<file path="src/rtl/seven_seg_pkg.sv">
// Shared types and constants for the four-digit seven-segment scan driver.
// Holds the scan-phase and nibble/digit-index types, the digit count, the
// all-anodes-off pattern and the sub-phase encoding within one digit slot.
package seven_seg_pkg;

  localparam int unsigned NUM_DIGITS = 4;
  localparam logic [3:0]  AN_ALL_OFF = 4'b1111;

  typedef logic [3:0] phase_t;      // {digit index, sub-phase}, counts down
  typedef logic [3:0] nibble_t;
  typedef logic [1:0] digit_idx_t;

  // Sub-phases of one digit slot, in the order the down-counter visits them.
  typedef enum logic [1:0] {
    SUB_LEAD = 2'b11,
    SUB_ON_A = 2'b10,
    SUB_ON_B = 2'b01,
    SUB_TAIL = 2'b00
  } subphase_e;

endpackage

</file>
<file path="src/rtl/scan_prescaler.sv">
// Scan-rate prescaler: free-running counter 0..PRESCALE-1 that asserts
// `tick` on the cycle the count equals PRESCALE-1.
// Ports: clk (rising edge), reset (sync, active-high), tick (out).
module scan_prescaler #(
  parameter int unsigned PRESCALE = 16
) (
  input  logic clk,
  input  logic reset,
  output logic tick
);

  localparam int unsigned CW = (PRESCALE > 1) ? $clog2(PRESCALE) : 1;
  localparam logic [CW-1:0] LAST = CW'(PRESCALE - 1);

  logic [CW-1:0] cnt_q, cnt_d;

  always_comb begin
    tick  = (cnt_q == LAST);
    cnt_d = tick ? '0 : cnt_q + 1'b1;
  end

  always_ff @(posedge clk) begin
    if (reset) cnt_q <= '0;
    else       cnt_q <= cnt_d;
  end

endmodule

</file>
<file path="src/rtl/seven_seg_scanner.sv">
// Four-digit time-multiplexed scan driver feeding a 4-bit-to-7-segment
// decoder on a common-anode display. A 16-bit value is accepted over a
// valid/ready handshake into a pending buffer and promoted to the display
// register at the next frame boundary.
// Ports:
//   clk, reset        - clock, synchronous active-high reset
//   value[15:0]       - digit 3 = [15:12] ... digit 0 = [3:0]
//   value_valid       - value offered
//   value_ready       - pending buffer empty
//   char[3:0]         - nibble of the scanned digit (to decoder)
//   an[3:0]           - active-low anodes, an[3] = digit 3
//   frame_done        - one-cycle pulse at each frame boundary
// Build option: define SCAN_BLANKING_EN to blank sub-phases 11 and 00 of
// every digit slot (dead time around digit changes).
module seven_seg_scanner
  import seven_seg_pkg::*;
#(
  parameter int unsigned PRESCALE = 16
) (
  input  logic        clk,
  input  logic        reset,
  input  logic [15:0] value,
  input  logic        value_valid,
  output logic        value_ready,
  output logic [3:0]  char,
  output logic [3:0]  an,
  output logic        frame_done
);

  logic        tick;
  logic        boundary;
  logic        accept;

  phase_t      phase_q, phase_d;
  logic [15:0] pending_q, pending_d;
  logic        pending_full_q, pending_full_d;
  logic [15:0] display_q, display_d;
  nibble_t     char_q, char_d;
  logic [3:0]  an_q, an_d;
  logic        frame_done_q, frame_done_d;
  digit_idx_t  sel_d;
  logic [3:0]  an_sel_d;

  scan_prescaler #(.PRESCALE(PRESCALE)) u_prescaler (
    .clk   (clk),
    .reset (reset),
    .tick  (tick)
  );

  always_comb begin
    boundary     = tick && (phase_q == '0);
    accept       = value_valid && !pending_full_q;
    phase_d      = tick ? phase_q - 4'd1 : phase_q;
    frame_done_d = boundary;

    // Accept cannot coincide with a drain: accept needs an empty buffer.
    pending_d      = pending_q;
    pending_full_d = pending_full_q;
    display_d      = display_q;
    if (boundary && pending_full_q) begin
      display_d      = pending_q;
      pending_full_d = 1'b0;
    end else if (accept) begin
      pending_d      = value;
      pending_full_d = 1'b1;
    end

    // Outputs are decoded from the next phase so they load on the same
    // edge as the phase register and never lag it.
    sel_d    = phase_d[3:2];
    an_sel_d = ~(4'b0001 << sel_d);
    an_d     = an_q;
    char_d   = char_q;
    if (tick) begin
`ifdef SCAN_BLANKING_EN
      case (subphase_e'(phase_d[1:0]))
        SUB_ON_A, SUB_ON_B: an_d = an_sel_d;
        default:            an_d = AN_ALL_OFF;
      endcase
`else
      an_d = an_sel_d;
`endif
      if (subphase_e'(phase_d[1:0]) == SUB_LEAD)
        char_d = 4'(display_d >> {sel_d, 2'b00});
    end
  end

  always_ff @(posedge clk) begin
    if (reset) begin
      phase_q        <= 4'hF;
      pending_q      <= '0;
      pending_full_q <= 1'b0;
      display_q      <= '0;
      char_q         <= '0;
      an_q           <= AN_ALL_OFF;
      frame_done_q   <= 1'b0;
    end else begin
      phase_q        <= phase_d;
      pending_q      <= pending_d;
      pending_full_q <= pending_full_d;
      display_q      <= display_d;
      char_q         <= char_d;
      an_q           <= an_d;
      frame_done_q   <= frame_done_d;
    end
  end

  assign value_ready = !pending_full_q;
  assign char        = char_q;
  assign an          = an_q;
  assign frame_done  = frame_done_q;

endmodule

</file>
<file path="config.mk">
export PLATFORM = sky130hd
export DESIGN_NAME = seven_seg_scanner
export DESIGN_NICKNAME = d
export VERILOG_FILES = /design/src/rtl/seven_seg_pkg.sv /design/src/rtl/scan_prescaler.sv /design/src/rtl/seven_seg_scanner.sv
export SDC_FILE = /design/constraint.sdc
export NUM_CORES = 1
export LEC_CHECK = 0
export ABC_AREA = 1
export CORE_UTILIZATION = 40
export CTS_CLUSTER_SIZE = 40
export DETAILED_ROUTE_END_ITERATION = 10
export GPL_TIMING_DRIVEN = 0
export PLACE_DENSITY = 0.64
export SYNTH_ARGS = -nofsm -noshare
export SYNTH_HDL_FRONTEND = slang
export SYNTH_SLANG_ARGS = --single-unit
</file>
<file path="constraint.sdc">
create_clock -name clk -period 1.4 [get_ports clk]
set_input_delay 0.28 -clock clk [delete_from_list [all_inputs] [get_ports clk]]
set_output_delay 0.28 -clock clk [all_outputs]
set_load 0.03 [all_outputs]
</file>
# After elaboration in Yosys (flattened, before gate mapping)

Cells that the tools add are included.

Register bits: 50
Output and inout bits: 10

$add $sub $neg: 2
Eq/ne operators: 2
Shift-type cells: 2
Mux-type cells: 2
Bitwise logic cells: 2
Reduce and logical (&&, ||, !) cells: 9

Operators by type and width:

| kind                                              | number |
|---|---|
| two-way mux 16 bit                                | 1 |
| right shift 16 x 4 -> 4 bit                       | 1 |
| adder 4 x 1 -> 4 bit (second input constant)      | 1 |
| equality test 4 bit (second input constant)       | 1 |
| logical NOT 4 bit                                 | 1 |
| two-way mux 4 bit                                 | 1 |
| inverter 4 bit                                    | 1 |
| AND reduction 2 bit                               | 2 |
| OR reduction 2 bit                                | 2 |
| left shift 1 x 2 -> 4 bit (first input constant)  | 1 |
| subtractor 4 x 1 -> 4 bit (second input constant) | 1 |
| logical AND 1 bit                                 | 3 |
| equality test 2 bit (second input constant)       | 1 |
| logical NOT 1 bit                                 | 1 |
| inverter 1 bit                                    | 1 |

# Logic depth before layout (Yosys ltp)

Gate-level depths: netlist of the first run.

Word-level depth: 5
Mapped depth: 13
Depth with buffers taken out: 13

# By module

From an unflattened synthesis of the first run, not the netlist that was laid out.

Cells, all modules: 280
Area total of the unflattened synthesis: 2102.0 µm²

Modules (own cells, without submodules):

| module            | instances | cells an instance | area an instance (µm²) |
|---|---|---|---|
| seven_seg_scanner | 1         | 262               | 1941.9 |
| scan_prescaler    | 1         | 18                | 160.2 |

# Least setup slack after synthesis of the first run

No wires, ideal clock.

Path kind: flip-flop to flip-flop
Start: reg phase_q[0]
End: reg char_q[1], in the netlist char[1]
Data arrival time: 1.436 ns
Path slack: -0.153 ns
Stages on the path, launching flop included: 12
Path buffers: 1
Clock period less this slack: 1.553 ns
Cells stage by stage: dfxtp_1 > inv_2 > ha_1 > nand3_4 > nor2_4 > buf_6 > nand2_1 > o21ai_0 > nand2_1 > nand3_1 > nor2_1 > nor2_1

Cells in the longest elaborated chain, start to end: 5
Elaborated cells between the ends (all ways): 9
Those cells by class: 1 x add/sub; 1 x eq/ne; 1 x shift; 2 x mux; 4 x reduce/logical

RTL lines:

| item                                                              | line                     | RTL |
|---|---|---|
| start: declaration                                                | seven_seg_scanner.sv:34  | `phase_t phase_q, phase_d;` |
| start signal: assignment                                          | seven_seg_scanner.sv:98  | `phase_q <= phase_d;` |
| branches (longest 5 deep; another with subtractor 4 x 1 -> 4 bit) | -                        |  |
| end signal: assignment                                            | seven_seg_scanner.sv:102 | `char_q <= char_d;` |
| end: declaration                                                  | seven_seg_scanner.sv:38  | `nibble_t char_q, char_d;` |

Parallel ways; which one is timed is not known.
A chain may end at the register's enable or synchronous reset.

# Worst setup path in the final report of the first run

Start: reg u_prescaler.cnt_q[1]
End: reg char_q[3], in the netlist char[3]

Cells in the longest elaborated chain, start to end: 5
Elaborated cells between the ends (all ways): 8
Those cells by class: 2 x eq/ne; 1 x shift; 2 x mux; 3 x reduce/logical

RTL lines:

| item                        | line                    | RTL |
|---|---|---|
| start: declaration          | scan_prescaler.sv:15    | `logic [CW-1:0] cnt_q, cnt_d;` |
| start signal: assignment    | scan_prescaler.sv:24    | `else cnt_q <= cnt_d;` |
| equality test 4 bit *       | scan_prescaler.sv:18    | `tick = (cnt_q == LAST);` |
| logical AND 1 bit           | seven_seg_scanner.sv:51 | `boundary = tick && (phase_q == '0);` |
| logical AND 1 bit           | seven_seg_scanner.sv:60 | `if (boundary && pending_full_q) begin` |
| two-way mux 16 bit          | seven_seg_scanner.sv:60 |  |
| right shift 16 x 4 -> 4 bit | seven_seg_scanner.sv:84 | `char_d = 4'(display_d >> {sel_d, 2'b00});` |

Mark *: on every way between the ends. The rest lies on a longest branch, timed or not.

==> impl_metrics.json, run 1 <==
{
  "clock-sinks": 50,
  "timing.hold.ws_ns": 0.4642,
  "final_layout_size_suffix_gt1_share_pct": 28.01,
  "antenna_found_initial": 0,
  "worst_ir_drop_vdd_uv": 702.5,
  "timing.critical_path.fanout_max": 8,
  "netlist.area_leader.share_pct": 46.67,
  "synthesis.nets": 303,
  "die_h_um": 75.22,
  "crit_chain": "ha_4 -> nand3_4 -> buf_4 -> nand2_2 -> nand2_8 -> inv_4 -> nor2_4 -> nand2_1 -> nand3_1 -> nor2_2 -> nor2_1",
  "period_minus_slack_ns": 1.648,
  "worst_reg_to_reg_path_cell_count": 11,
  "reg2reg_slack_ns": -0.25,
  "worstMarginPinSlew_ns": 0.3113,
  "crit_start": "u_prescaler.cnt_q[1]",
  "grt_use_total_pct": 18.70,
  "core-area_mm2": 0.005140,
  "cts.hold.buffers_added": 0,
  "power_density_mw_per_mm2": 939.0,
  "r2r-start": "u_prescaler.cnt_q[1]",
  "synthesis.area_mm2": 0.002145,
  "rows": 26,
  "timing.final.hold_violations": 0,
  "pre_cts_ws_ns": -0.4474,
  "nNetsFinal": 353,
  "clock_tree.buffer_depth": 2,
  "clk_pin_slew_worst_paths_ns": 0.09,
  "gp_congestion": 0.8441,
  "initial_core_util_pct": 41.72,
  "io-pin-count": 29,
  "antenna_left": 0,
  "critical_path.reg2reg.endpoint": "char[3]",
  "ys_ff_latch": 50,
  "drv_cap": 0,
  "timing.hold.worst.class": "reg -> reg",
  "cp.depth": 11,
  "biggest_area_consumer_among_synthesized_cells": "sky130_fd_sc_hd__dfxtp_1",
  "final_cells": 402,
  "cpMaxStageDelayCell": "sky130_fd_sc_hd__dfxtp_2",
  "h-tree-depth": 2,
  "synth_area_leaders": "sky130_fd_sc_hd__dfxtp_1 (47%), sky130_fd_sc_hd__nor2_1 (9.1%), sky130_fd_sc_hd__nand2_1 (8.8%)",
  "finalMaxSlewViolations": 0,
  "run_status": "finished, violations left",
  "final.setup.worst_slack_ns": -0.2483,
  "crit_type": "reg -> reg",
  "die_x_um": 75.22,
  "final.setup_skew_ns": 0.007016,
  "first_global_vias": 1693,
  "slew_headroom_pct": 79.21,
  "cts_root_buf": "sky130_fd_sc_hd__clkbuf_8",
  "cts_tree": "built",
  "cellLeakagePower_nw": 1.265,
  "vias": 1851,
  "critical-path-max-stage-delay_ns": 0.36,
  "setup_failing_eps_final": 11,
  "routed_wl_mm": 4.809,
  "worst_setup_path_endpoint": "char[3]",
  "io_buffer_count": 28,
  "seq_area_frac_synth_pct": 46.67,
  "grt_pass1_wl_mm": 7.831,
  "cp_top_family": "simple AND/OR/NAND/NOR gates",
  "rsz_0062_raised_after_global_routing": "true",
  "cts-buffers-inserted": 5,
  "leftover_overflow_at_the_end_of_global_routing": 0,
  "dr.pass1.iters": 4,
  "remaining_drc_errors": 0,
  "drt_iter0_markers": 109,
  "clock_latency_reported_for_the_late_side_of_the_worst_skew_pair_ns": 0.31,
  "worst_setup_end_kind": "flip-flop",
  "critPathBufInv": 2,
  "violations": "setup timing",
  "timing.critical_path.from_type": "flip-flop",
  "ys.warnings.count": 0,
  "critPathArrivalTime_ns": 1.85,
  "viasPerCell": 4.604,
  "die_area_mm2": 0.005658,
  "fmaxAchievable_mhz": 606.7,
  "timing.final.crit_share_pct": 117.7,
  "antenna_cells": 0,
  "grt_max_degree": 17,
  "worst-endpoint-required_ns": 1.60,
  "post-route-util_pct": 57.23,
  "routedWlPerCell_um": 11.96,
  "syn-mean-instance-area_um2": 7.632,
  "dp_hpwl_mm": 3.331,
  "cell_count_after_synthesis": 281,
  "place_inst": 379,
  "synth_cell_types": 31,
  "area_growth_syn_to_layout_pct": 37.16
}
[area by class of cell]
class / instances / area (µm²)
Inverter: 31 / 126.4
Clock inverter: 3 / 43.79
Buffer: 9 / 70.07
Tap cell: 70 / 87.58
Clock buffer: 5 / 68.82
Fill cell: 517 / 2198
Multi-Input combinational cell: 190 / 1126
Timing Repair Buffer: 44 / 406.6
Sequential cell: 50 / 1012
[worst min-delay path, stage by stage, from the launching register on]
cell                      delay (ns)
sky130_fd_sc_hd__dfxtp_1        0.31
sky130_fd_sc_hd__inv_1          0.06
sky130_fd_sc_hd__a21oi_1        0.06
[state kept, by name (all words and copies together) (netlist names)]
| register | cells |
|---|---|
| an | 4 |
| phase_q | 4 |
| pending_full_q | 1 |
| display_q | 16 |
| pending_q | 16 |
| char | 4 |
| u_prescaler.cnt_q | 4 |
| frame_done | 1 |
[metal layers]
layer  vias up  wire [µm]  GRT usage (%)
met2        47       2234          31.23
met4         0         29          4.938
li1        988          -              -
met1       814       2352          24.11
met5         -          0              0
met3         2        192          4.819
[per-stage QoR]
step	total power [mW]	cell area, µm²	TNS [ns]
2_1_floorplan	1.646	2183	-0.1412
3_3_place_gp	1.732	2551	-10.42
3_5_place_dp	1.738	2551	-10.46
4_1_cts	2.762	2769	-1.271
5_1_grt	2.876	2942	-2.864
6_report	2.762	2942	-1.387
[layout by cell type, fill, tap and decap left out, drive strengths merged]
master          n
nor2           57
nand2          54
dfxtp          50
o21ai          35
inv            32
buf            20
clkdlybuf4s50  18
nand3          18
a21oi          12
clkbuf         10
dlygate4sd2     7
o21bai          4
ha              3
or2             2
nand4           1
xnor2           1
o211ai          1
a211oi          1
and3            1
bufinv          1
clkinv          1
clkdlybuf4s15   1
dlymetal6s2s    1
clkdlybuf4s18   1
[synth_stat cells]
cell type / count
sky130_fd_sc_hd__a211oi_1: 1
sky130_fd_sc_hd__a21oi_1: 12
sky130_fd_sc_hd__and3_1: 1
sky130_fd_sc_hd__buf_2: 1
sky130_fd_sc_hd__buf_6: 4
sky130_fd_sc_hd__clkbuf_1: 5
sky130_fd_sc_hd__clkinv_2: 1
sky130_fd_sc_hd__dfxtp_1: 50
sky130_fd_sc_hd__ha_1: 3
sky130_fd_sc_hd__inv_1: 28
sky130_fd_sc_hd__inv_2: 1
sky130_fd_sc_hd__inv_4: 1
sky130_fd_sc_hd__nand2_1: 50
sky130_fd_sc_hd__nand2_2: 2
sky130_fd_sc_hd__nand2_4: 1
sky130_fd_sc_hd__nand2_8: 1
sky130_fd_sc_hd__nand3_1: 16
sky130_fd_sc_hd__nand3_4: 2
sky130_fd_sc_hd__nand4_1: 1
sky130_fd_sc_hd__nor2_1: 52
sky130_fd_sc_hd__nor2_2: 2
sky130_fd_sc_hd__nor2_4: 2
sky130_fd_sc_hd__nor2_8: 1
sky130_fd_sc_hd__o211ai_1: 1
sky130_fd_sc_hd__o21ai_0: 33
sky130_fd_sc_hd__o21ai_1: 2
sky130_fd_sc_hd__o21bai_1: 3
sky130_fd_sc_hd__o21bai_2: 1
sky130_fd_sc_hd__or2_2: 1
sky130_fd_sc_hd__or2_4: 1
sky130_fd_sc_hd__xnor2_1: 1
[worst min path at each step]
stage	end	from	cells past startpoint
5_1_grt	an[3]	an[3]	2
3_3_place_gp	u_prescaler.cnt_q[0]	u_prescaler.cnt_q[0]	1
6_report	pending_q[7]	pending_q[7]	2
4_1_cts	u_prescaler.cnt_q[0]	u_prescaler.cnt_q[0]	1
3_5_place_dp	u_prescaler.cnt_q[0]	u_prescaler.cnt_q[0]	1
2_1_floorplan	u_prescaler.cnt_q[0]	u_prescaler.cnt_q[0]	1
[power breakdown]
| part | total [mW] | switching [mW] | internal [mW] |
|---|---|---|---|
| logic | 0.216 | 0.108 | 0.108 |
| clock network | 1.03 | 0.495 | 0.536 |
| registers | 1.52 | 0.0420 | 1.47 |
[cells by family after synthesis]
family	share of synthesized area [%]
compound gates	13.24
fa+ha+maj	1.750
buf+inv	8.809
simple gates	29.11
flops	46.67
xor+xnor	0.4085
[what timing repair did]
item | CTS | global route
resized for setup | 40 | 48
gates cloned | 4 | 0
endpoints found under the setup margin | 44 | 40
setup buffers | 5 | 7
pin swaps | 3 | 17
Power figures use the tool's default switching activity.
==> run 2: changes to the inputs <==
--- a/config.mk
+++ b/config.mk
@@ -5,12 +5,11 @@
 export SDC_FILE = /design/constraint.sdc
 export NUM_CORES = 1
 export LEC_CHECK = 0
-export ABC_AREA = 1
-export CORE_UTILIZATION = 40
+export CORE_UTILIZATION = 48
 export CTS_CLUSTER_SIZE = 40
 export DETAILED_ROUTE_END_ITERATION = 10
 export GPL_TIMING_DRIVEN = 0
-export PLACE_DENSITY = 0.64
+export PLACE_DENSITY = 0.74
 export SYNTH_ARGS = -nofsm -noshare
 export SYNTH_HDL_FRONTEND = slang
 export SYNTH_SLANG_ARGS = --single-unit
==> run 2 against run 1 <==
Non-clock buffer count rose by 9. Clock-buffer cell count rose by 1. The flow still finishes with violations (setup timing). Clock skew fell by 0.0011 ns. Global-route usage rose by 4.8 points. Maximum frequency fell by 13%. Sequential power barely moved. Die area fell by 18%. Cell count fell by 16%.
==> impl_metrics.json, run 2 <==
{
  "run_status": "finished, violations left",
  "violations": "setup timing",
  "first_global_vias": 1661,
  "drv_cap": 0,
  "reg2reg_slack_ns": -0.49,
  "critPathArrivalTime_ns": 2.08,
  "routed_wl_mm": 5.225,
  "h-tree-depth": 2,
  "cts_tree": "built",
  "final_cells": 339,
  "timing.critical_path.from_type": "flip-flop",
  "final.setup_skew_ns": 0.005903,
  "synthesis.nets": 253,
  "most_numerous_cell_in_the_yosys_netlist": "sky130_fd_sc_hd__dfxtp_1",
  "drt_iter0_markers": 85,
  "layout.cells.most_common": "sky130_fd_sc_hd__dfxtp_1",
  "mostFrequentLayoutCells": "sky130_fd_sc_hd__dfxtp_1 (42), sky130_fd_sc_hd__nand2_1 (39), sky130_fd_sc_hd__a21oi_1 (23)",
  "seq_area_frac_synth_pct": 47.73,
  "r2r-start": "u_prescaler.cnt_q[0]",
  "ys_ff_latch": 50,
  "routedWlPerCell_um": 15.41,
  "io_buffer_count": 28,
  "syn-mean-instance-area_um2": 9.078,
  "crit_start": "u_prescaler.cnt_q[0]",
  "power_density_mw_per_mm2": 836.2,
  "dp_hpwl_mm": 3.123,
  "area_growth_syn_to_layout_pct": 48.39,
  "setup_failing_eps_final": 25,
  "biggest_area_consumer_among_synthesized_cells": "sky130_fd_sc_hd__dfxtp_1",
  "final_layout_size_suffix_gt1_share_pct": 35.99,
  "async_reset_ff_share_pct": 0,
  "cts-buffers-inserted": 5,
  "clock_latency_reported_for_the_late_side_of_the_worst_skew_pair_ns": 0.31,
  "worst_setup_end_kind": "flip-flop",
  "reg_top3": "display_q: 16 flops, pending_q: 16 flops",
  "antenna_found_initial": 0,
  "worstMarginPinSlew_ns": 0.5235,
  "cts_root_buf": "sky130_fd_sc_hd__clkbuf_8",
  "final.setup.worst_slack_ns": -0.4940,
  "synth_area_leaders": "sky130_fd_sc_hd__dfxtp_1 (48%), sky130_fd_sc_hd__mux2i_1 (7.2%), sky130_fd_sc_hd__nand2_1 (7.0%)",
  "clk_pin_slew_worst_paths_ns": 0.09,
  "ys.warnings.count": 0,
  "initial_core_util_pct": 51.32,
  "dominantRegCellSynth": "sky130_fd_sc_hd__dfxtp_1",
  "critical_path.reg2reg.endpoint": "char[2]",
  "antenna_left": 0,
  "gp_congestion": 0.8762,
  "grt_pass1_wl_mm": 7.859,
  "vias": 1861,
  "finalMaxSlewViolations": 0,
  "worst_reg_to_reg_path_cell_count": 7,
  "die_h_um": 68.10,
  "worst_setup_path_endpoint": "char[2]",
  "worst_ir_drop_vdd_uv": 620.7,
  "crit_type": "reg -> reg",
  "rows": 23,
  "synth.top_cells.by_count": "sky130_fd_sc_hd__dfxtp_1 (50), sky130_fd_sc_hd__nand2_1 (39), sky130_fd_sc_hd__a21oi_1 (26), sky130_fd_sc_hd__nor2_1 (26), sky130_fd_sc_hd__mux2i_1 (15)",
  "timing.critical_path.fanout_max": 5,
  "timing.hold.worst.class": "reg -> reg",
  "viasPerCell": 5.490,
  "remaining_drc_errors": 0,
  "grt_max_degree": 17,
  "nNetsFinal": 310,
  "timing.final.crit_share_pct": 135.3,
  "timing.final.hold_violations": 0,
  "synth-edff-count": 0,
  "worst-endpoint-required_ns": 1.59,
  "period_minus_slack_ns": 1.894,
  "clock_tree.buffer_depth": 2,
  "clock-sinks": 50,
  "synth_cell_types": 40,
  "core-area_mm2": 0.004086,
  "leftover_overflow_at_the_end_of_global_routing": 0,
  "dr.pass1.iters": 4,
  "die_x_um": 68.10,
  "io-pin-count": 29,
  "synthesis.area_mm2": 0.002097,
  "antenna_cells": 0,
  "grt_use_total_pct": 23.49,
  "die_area_mm2": 0.004637,
  "netlist.area_leader.share_pct": 47.73,
  "place_inst": 309,
  "timing.setup.tns_ns": -4.354,
  "cellLeakagePower_nw": 1.159,
  "cell_count_after_synthesis": 231,
  "slew_headroom_pct": 65.10,
  "fmaxAchievable_mhz": 528.0,
  "rsz_0062_raised_after_global_routing": "true"
}
[run 2: through the flow]
stage	area, µm²	hold slack, ns	utilization [%]	worst slack [ns]	total power [mW]
global placement	2492	0.4455	60.99	-0.7140	1.682
finish	3112	0.4668	76.15	-0.4940	2.602
detailed placement	2492	0.4470	60.99	-0.7139	1.687
global route	3112	0.4929	76.15	-0.5973	2.676
floorplan	2150	0.3836	-	-0.3635	1.601
CTS	2809	0.4603	68.74	-0.5205	2.582
[run 2: layer usage]
metal	vias up	global-route usage, %	part of all wire, %
met3	11	4.500	4.0
met2	49	40.32	52
met1	884	27.47	41
li1	917	-	-
met4	0	12.24	2.6
met5	-	0	0
[run 2: where the power goes]
group	switching [mW]	leakage, nW	internal (mW)
registers	0.0345	0.407	1.45
clock network	0.511	0.0478	0.408
logic	0.0915	0.705	0.104
total	0.637	1.16	1.97
[run 2: layout make-up]
type | count | area, µm²
multi-input cells | 164 | 1331
flip-flops and latches | 50 | 1018
fillers | 272 | 974.7
repair buffers | 51 | 481.7
plain buffers | 11 | 95.09
clock buffers | 6 | 82.58
well taps | 50 | 62.56
inverters | 5 | 23.77
clock inverters | 2 | 16.27
[run 2: repair_timing]
item | CTS | global route
setup buffers | 13 | 9
gates cloned | 1 | 1
pin swaps | 13 | 16
endpoints found under the setup margin | 42 | 38
hold buffers | 0 | 0
resized for setup | 34 | 55
[run 2: cell families (layout without fill, tap and decap cells)]
kind of cell	Yosys count	in the layout	share of synthesized area [%]
flops	50	50	47.73
fa+ha+maj	3	3	1.790
compound gates	41	41	11.93
mux	16	16	8.234
simple gates	102	102	24.22
xor+xnor	2	2	0.8355
buf+inv	17	75	5.251
[run 2: worst max-delay path, stage by stage (launching register included)]
cell,delay (ns)
sky130_fd_sc_hd__dfxtp_4,0.36
sky130_fd_sc_hd__ha_4,0.17
sky130_fd_sc_hd__and4_4,0.19
sky130_fd_sc_hd__and3_4,0.18
sky130_fd_sc_hd__a211oi_4,0.39
sky130_fd_sc_hd__o22ai_2,0.14
sky130_fd_sc_hd__nor4_2,0.28
sky130_fd_sc_hd__nor3_1,0.07
[run 2: how the worst min path moves through the flow]
stage	from	endpoint	slack (ns)	cells past startpoint
global placement	pending_q[6]	pending_q[6]	0.45	2
floorplan	reset	phase_q[2]	0.38	1
finish	an[2]	an[2]	0.47	2
detailed placement	pending_q[13]	pending_q[13]	0.45	2
global route	pending_q[14]	pending_q[14]	0.49	2
CTS	pending_q[13]	pending_q[13]	0.46	2
==> run 3: changes to the inputs <==
--- a/config.mk
+++ b/config.mk
@@ -6,9 +6,9 @@
 export NUM_CORES = 1
 export LEC_CHECK = 0
 export CORE_UTILIZATION = 48
+export CTS_CLUSTER_DIAMETER = 150
 export CTS_CLUSTER_SIZE = 40
 export DETAILED_ROUTE_END_ITERATION = 10
-export GPL_TIMING_DRIVEN = 0
 export PLACE_DENSITY = 0.74
 export SYNTH_ARGS = -nofsm -noshare
 export SYNTH_HDL_FRONTEND = slang
==> run 3 against run 2 <==
The flow still finishes with violations (setup timing). Clock-buffer cell count rose by 1. Clock skew about the same. Via count is 0.75% higher. Sequential share of layout area decreased by 0.36 points. Combinational power grew 4%. Total power grew 11%. Critical endpoint unchanged. Largest cell class unchanged. Highest routed layer unchanged.
==> impl_metrics.json, run 3 (synthesized netlist as in run 2, its figures left out) <==
{
  "run_status": "finished, violations left",
  "violations": "setup timing",
  "h-tree-depth": 2,
  "antenna_found_initial": 0,
  "grt_use_total_pct": 24.10,
  "timing.hold.worst.class": "reg -> reg",
  "first_global_vias": 1704,
  "cts.hold.buffers_added": 0,
  "core-area_mm2": 0.004086,
  "initial_core_util_pct": 51.32,
  "setup_failing_eps_final": 26,
  "die_x_um": 68.10,
  "cts-buffers-inserted": 5,
  "final_cells": 347,
  "drv_cap": 0,
  "area_growth_syn_to_layout_pct": 49.11,
  "antenna_left": 0,
  "timing.final.crit_share_pct": 140.6,
  "vias": 1875,
  "cts_tree": "built",
  "worst_reg_to_reg_path_cell_count": 8,
  "reg2reg_slack_ns": -0.57,
  "timing.critical_path.fanout_max": 5,
  "viasPerCell": 5.403,
  "period_minus_slack_ns": 1.969,
  "critical_path.reg2reg.endpoint": "char[2]",
  "die_h_um": 68.10,
  "nNetsFinal": 318,
  "layout.cells.most_common": "sky130_fd_sc_hd__dfxtp_1",
  "die_area_mm2": 0.004637,
  "pre_cts_ws_ns": -0.5819,
  "routedWlPerCell_um": 15.59,
  "grt_max_degree": 38,
  "r2r-start": "u_prescaler.cnt_q[1]",
  "worstMarginPinSlew_ns": 0.4401,
  "clk_pin_slew_worst_paths_ns": 0.09,
  "finalMaxSlewViolations": 0,
  "io_buffer_count": 28,
  "mostFrequentLayoutCells": "sky130_fd_sc_hd__dfxtp_1 (45), sky130_fd_sc_hd__nand2_1 (39), sky130_fd_sc_hd__buf_4 (34)",
  "power_density_mw_per_mm2": 920.4,
  "timing.setup.tns_ns": -5.400,
  "io-pin-count": 29,
  "critPathArrivalTime_ns": 2.17,
  "reg_top3": "display_q: 16 flops, pending_q: 16 flops",
  "worst_setup_end_kind": "flip-flop",
  "rsz_0062_raised_after_global_routing": "true",
  "crit_start": "u_prescaler.cnt_q[1]",
  "slew_headroom_pct": 70.57,
  "worst_ir_drop_vdd_uv": 997.6,
  "final_layout_size_suffix_gt1_share_pct": 32.66,
  "clock-sinks": 50,
  "leftover_overflow_at_the_end_of_global_routing": 0,
  "final.setup.worst_slack_ns": -0.5689,
  "place_inst": 333,
  "final.setup_skew_ns": 0.006264,
  "dr.pass1.iters": 6,
  "grt_pass1_wl_mm": 8.169,
  "cellLeakagePower_nw": 1.231,
  "routed_wl_mm": 5.409,
  "worst-endpoint-required_ns": 1.60,
  "timing.final.hold_violations": 0,
  "timing.critical_path.from_type": "flip-flop",
  "remaining_drc_errors": 0,
  "worst_setup_path_endpoint": "char[2]",
  "rows": 23,
  "clock_tree.buffer_depth": 2,
  "dp_hpwl_mm": 3.291,
  "cts_root_buf": "sky130_fd_sc_hd__clkbuf_8",
  "drt_iter0_markers": 107,
  "clock_latency_reported_for_the_late_side_of_the_worst_skew_pair_ns": 0.31,
  "antenna_cells": 0,
  "gp_congestion": 0.8757,
  "fmaxAchievable_mhz": 507.9,
  "crit_type": "reg -> reg",
  "total_power_mw": 2.878
}
[run 3: changes by cell type in the layout (fill, tap and decap cells not counted), moves of 3 or more]
| cell | delta |
|---|---|
| sky130_fd_sc_hd__dfxtp_1 | +3 |
| sky130_fd_sc_hd__mux2i_4 | -4 |
| sky130_fd_sc_hd__buf_12 | +4 |
| sky130_fd_sc_hd__buf_6 | -5 |
| sky130_fd_sc_hd__buf_4 | +18 |
| sky130_fd_sc_hd__a21oi_2 | -3 |
| sky130_fd_sc_hd__nor2_1 | +3 |
| sky130_fd_sc_hd__a21oi_1 | +3 |
| sky130_fd_sc_hd__clkbuf_2 | -3 |
[run 3: worst min path at each step]
stage | start | to | slack (ns) | cells past startpoint
6_report | pending_q[10] | pending_q[10] | 0.46 | 2
5_1_grt | pending_q[10] | pending_q[10] | 0.48 | 2
4_1_cts | pending_q[13] | pending_q[13] | 0.46 | 2
3_5_place_dp | pending_q[10] | pending_q[10] | 0.45 | 2
3_3_place_gp | pending_q[13] | pending_q[13] | 0.44 | 2
2_1_floorplan | reset | phase_q[2] | 0.38 | 1
[run 3: cell type report]
cell class	instances	area [µm²]
inverter	5	23.77
fill	273	959.7
tap	50	62.56
clock buffer	7	107.6
sequential	50	1012
timing repair buffer	70	659.4
multi-input combinational	164	1231
clock inverter	1	30.03
[run 3: routing by layer]
metal,up-vias,GRT usage [%],share of wire [%]
li1,923,-,-
met1,900,29.95,42
met2,45,42.28,53
met3,7,3.500,3.7
met4,0,7.813,1.4
met5,-,0,0
[run 3: repair_timing]
action                                  CTS  global route
resized for setup                        30            26
gates cloned                              1             0
pin swaps                                11            10
hold endpoints to repair                  0             0
buffers inserted                          4             3
endpoints found under the setup margin   29            26
[run 3: critical path, cell delays in order, from the launching register on]
cell	delay [ns]
sky130_fd_sc_hd__dfxtp_2	0.37
sky130_fd_sc_hd__ha_4	0.17
sky130_fd_sc_hd__and3_4	0.21
sky130_fd_sc_hd__buf_6	0.12
sky130_fd_sc_hd__a21boi_4	0.05
sky130_fd_sc_hd__a211oi_4	0.42
sky130_fd_sc_hd__o22ai_2	0.16
sky130_fd_sc_hd__nor4_2	0.28
sky130_fd_sc_hd__nor3_1	0.08
[run 3: power breakdown]
group,switching (mW),leakage [nW],internal (mW),total (mW)
Sequential,0.0332,0.407,1.45,1.49
Clock,0.497,0.0696,0.690,1.19
Combinational,0.0907,0.754,0.113,0.203
[run 3: per-stage QoR]
step,hold slack [ns],utilization [%],cell area [µm²]
after floorplan,0.3836,-,2150
after global placement,0.4427,66.53,2719
after detailed placement,0.4475,66.53,2719
after CTS,0.4590,73.39,2999
after global routing,0.4839,76.52,3127
final,0.4632,76.52,3127
